**src/rtl/sync_down_counter.sv**
```systemverilog
// Loadable synchronous down counter with valid/ready load and tc pulse.
// Optional macro SYNC_DOWN_COUNTER_AUTO_RELOAD_EN enables periodic auto-reload.
module sync_down_counter #(
   parameter int WIDTH = 4
) (
   input  logic             clk,
   input  logic             reset,
   input  logic             load_valid,
   input  logic [WIDTH-1:0] load_value,
   output logic             load_ready,
   input  logic             en,
   input  logic             abort,
   output logic [WIDTH-1:0] count,
   output logic             busy,
   output logic             tc
);

   localparam logic [0:0] S_IDLE = 1'b0;
   localparam logic [0:0] S_RUN  = 1'b1;

   logic [0:0]       state_q, state_d;
   logic [WIDTH-1:0] count_q, count_d;
   logic             tc_q, tc_d;
   logic             load_acc;

`ifdef SYNC_DOWN_COUNTER_AUTO_RELOAD_EN
   logic [WIDTH-1:0] reload_q, reload_d;
`endif

   assign load_acc = load_valid && (state_q == S_IDLE);

   always_comb begin
      state_d = state_q;
      count_d = count_q;
      tc_d    = 1'b0;
      unique case (state_q)
         S_IDLE: begin
            if (load_acc) begin
               count_d = load_value;
               state_d = S_RUN;
            end
         end
         S_RUN: begin
            if (abort) begin
               count_d = '0;
               state_d = S_IDLE;
            end else if (en) begin
               // Zero check precedes decrement, so the count never wraps
               if (count_q == '0) begin
                  tc_d = 1'b1;
`ifdef SYNC_DOWN_COUNTER_AUTO_RELOAD_EN
                  count_d = reload_q;
`else
                  state_d = S_IDLE;
`endif
               end else begin
                  count_d = count_q - 1'b1;
               end
            end
         end
         default: state_d = S_IDLE;
      endcase
   end

`ifdef SYNC_DOWN_COUNTER_AUTO_RELOAD_EN
   assign reload_d = load_acc ? load_value : reload_q;
`endif

   always_ff @(posedge clk) begin
      if (!reset) begin
         state_q  <= S_IDLE;
         count_q  <= '0;
         tc_q     <= 1'b0;
`ifdef SYNC_DOWN_COUNTER_AUTO_RELOAD_EN
         reload_q <= '0;
`endif
      end else begin
         state_q  <= state_d;
         count_q  <= count_d;
         tc_q     <= tc_d;
`ifdef SYNC_DOWN_COUNTER_AUTO_RELOAD_EN
         reload_q <= reload_d;
`endif
      end
   end

   assign load_ready = (state_q == S_IDLE);
   assign busy       = (state_q == S_RUN);
   assign count      = count_q;
   assign tc         = tc_q;

endmodule

```
**config.mk**
```make
export PLATFORM = sky130hd
export DESIGN_NAME = sync_down_counter
export DESIGN_NICKNAME = d
export VERILOG_FILES = /design/src/rtl/sync_down_counter.sv
export SDC_FILE = /design/constraint.sdc
export NUM_CORES = 1
export LEC_CHECK = 0
export CORE_AREA = 5 5 42 44
export CTS_BUF_LIST = sky130_fd_sc_hd__clkbuf_4 sky130_fd_sc_hd__clkbuf_8
export DETAILED_ROUTE_END_ITERATION = 8
export DIE_AREA = 0 0 47 49
export PLACE_DENSITY_LB_ADDON = 0.15
export SLEW_MARGIN = 20
export SYNTH_ARGS = -nofsm -noshare
export SYNTH_HDL_FRONTEND = slang
export SYNTH_SLANG_ARGS = --single-unit
```
**constraint.sdc**
```tcl
create_clock -name clk -period 1.6 [get_ports clk]
set_input_delay 0.24 -clock clk [delete_from_list [all_inputs] [get_ports clk]]
set_output_delay 0.24 -clock clk [all_outputs]
set_load 0.005 [all_outputs]
```
==> metrics <==
outcome=complete, no violations; Compound-Gate Fraction of Synth Area=28.76%; P&R area growth vs syn=61.11%; initial antenna violation count=0; first-pass GRT wire length=1.455 mm; fmax=0.6452 GHz; vias in the first global route=346; Cells after Synth=41; ANT cells=0; Clk Latency, worst-skew pair=240 ps; top post-synthesis cells by area=dfxtp_1 31%, ha_1 6.5%, nor3b_1 5.9%; Mapped Area=382.9 um2; Rel. slew slack=81.34%; Ys Warns=0; CTS tree=done; pin count of the biggest net entering global routing=11; critical path class=register to register; XOR/XNOR Fraction of Synth Area=2.288%; final hold viol count=0; Worst EP required=1740 ps; IR Drop Worst-Case VDD=0.0003028 V; vias=402; die width=47 um; leading area contributor after synthesis=dfxtp_1; final setup violation count=0; WL/cell=12.00 um; CP Capture Type=register; DR vias/cell=5.025; top cell type's share of synthesized area=31.37%; CP max FO=4; worst hold margin=589.9 ps; maxcap violations=0; post-synthesis mux area share=5.229%; die height=49 um; Layout Skew=0.9993 ps; DRC viols=0; uppermost routed layer=met3; flip-flop and latch count after synthesis=6; share of layout cells above drive strength 1=21.88%; Worst-Margin Slew=277.5 ps; number of DRC markers in iteration 0=5; Initial Util=27.32%; Design Power=0.5001 mW; leakage=0.2384 nW; P per Cell Area=810.7 nW/um2; final worst-path cycle share=96.88%; I/O pin count=16; pre-CTS setup slack=19.67 ps; WL met3=81 um; Final WS setup=49.98 ps; row cnt=14; wire length on met2=427 um; TritonRoute pass-1 iters=3; detailed-route wire length=960 um; GR Util All Layers=8.579%; Yosys cell types=23; clock tree buffer depth=2; multi-input logic area=254.0 um2; Post-Syn Nets=52; sequential share of the synthesized area=31.37%; Filler cells=153; TNS Setup=0 ps; CTS clk-pin slew, worst paths=50 ps; Final Critical Period=1550 ps; Nets=77; startpoint types=register; Synth Area in Adders=6.536%; I/O Buffers=15; die area=2303 um2; Reg area=121.4 um2; Min-Delay Path Class=register to register; antenna-violating nets left=0; largest family of logic cells by synthesized area=compound AO/OA/AOI/OAI gates; CORE AREA=1401 um2; M1 WL=452 um; number of H-tree levels=1; hold_buf cts=0; Syn Area/Cell=9.338 um2; Arr. time, crit path=1690 ps; TritonCTS Buffers=3; total congestion overflow=0; simple-gate area share of the yosys netlist=22.88%; clk sinks=6; Max Slew Vio Count=0; unrepaired setup endpoints after global routing=false; GPL Wtd Cong=0.7294; clock root cell=clkbuf_4
## placed cells by master, fill, tap and decap left out
| cell type | Yosys | layout |
|---|---|---|
| nor2b_1 | 3 | 3 |
| o221a_1 | 1 | 1 |
| o22a_4 | 1 | 1 |
| a211oi_2 | 1 | 1 |
| nand2b_1 | 1 | 1 |
| o21ai_0 | 2 | 2 |
| clkbuf_4 | 0 | 3 |
| nor3b_1 | 3 | 3 |
| xnor2_1 | 1 | 1 |
| o22ai_1 | 1 | 1 |
| a2bb2oi_1 | 1 | 1 |
| inv_1 | 3 | 2 |
| ha_2 | 0 | 1 |
| mux2i_1 | 2 | 2 |
| and3_1 | 1 | 1 |
| ha_1 | 2 | 1 |
| dfxtp_1 | 6 | 5 |
| inv_2 | 0 | 1 |
| dfxtp_2 | 0 | 1 |
| a311oi_1 | 1 | 1 |
| o31ai_1 | 2 | 2 |
| or4_1 | 1 | 1 |
| a21oi_1 | 1 | 1 |
| buf_4 | 0 | 5 |
| o21a_1 | 2 | 2 |
| clkdlybuf4s50_1 | 0 | 15 |
| or3b_4 | 1 | 1 |
| nor2_1 | 2 | 2 |
| nand2_1 | 2 | 2 |
## kinds of logic (layout without fill, tap and decap cells)
kind of cell,Yosys count,count (layout)
buffers and inverters,3,26
AND/OR/NAND/NOR,14,14
XOR/XNOR,1,1
flip-flops,6,6
multiplexers,2,2
adder cells (fa/ha/maj),2,2
AO/OA/AOI/OAI,13,13
## area by class of cell
cell class              count  area share (%)
flip-flops and latches      6           19.68
repair buffers             20           30.43
clock buffers               3           3.651
multi-input cells          32           41.18
inverters                   3           1.826
well taps                  16           3.245
## synth_stat cells
| cell type | instances |
|---|---|
| a211oi_2 | 1 |
| a21oi_1 | 1 |
| a2bb2oi_1 | 1 |
| a311oi_1 | 1 |
| and3_1 | 1 |
| dfxtp_1 | 6 |
| ha_1 | 2 |
| inv_1 | 3 |
| mux2i_1 | 2 |
| nand2_1 | 2 |
| nand2b_1 | 1 |
| nor2_1 | 2 |
| nor2b_1 | 3 |
| nor3b_1 | 3 |
| o21a_1 | 2 |
| o21ai_0 | 2 |
| o221a_1 | 1 |
| o22a_4 | 1 |
| o22ai_1 | 1 |
| o31ai_1 | 2 |
| or3b_4 | 1 |
| or4_1 | 1 |
| xnor2_1 | 1 |
## power by group
part / internal, mW / switching, mW
sequential: 0.164 / 0.0129
clock: 0.0851 / 0.0576
combinational: 0.112 / 0.0684
## registers in the layout, summed over array words and instances (netlist names)
name	count
tc	1
count	4
busy	1
## routing by layer
layer,vias up,GRT usage [%]
met5,-,0
met4,0,2.765
met3,0,3.321
met2,16,12.44
met1,186,11.38
li1,200,-
## worst max-delay path, stage by stage, from the launching register on
cell	delay (ps)
dfxtp_1	300
inv_1	80
ha_2	170
or3b_4	390
o22a_4	260
o221a_1	240
## final timing paths
kind	startpoint	end	slack, ps	cells past startpoint
worst max-delay path	count[1]	count[3]	50	5
worst min-delay path	count[1]	count[1]	590	3
worst max register to register	count[1]	count[3]	50	5
worst min register to register	count[1]	count[1]	590	3
## repair_timing
item | in CTS | in global routing
buffers inserted | 0 | 1
endpoints found under the setup margin | 0 | 3
resized for setup | 0 | 3
## per-stage QoR
| step | util, % | cells | cell area [um2] |
|---|---|---|---|
| after global placement | 41.61 | 76 | 583.1 |
| after CTS | 43.21 | 79 | 605.6 |
| after global routing | 44.02 | 80 | 616.8 |
| after floorplan | - | 41 | 382.9 |
| final | 44.02 | 80 | 616.8 |
| after detailed placement | 41.61 | 76 | 583.1 |
Power figures use the tool's default switching activity.
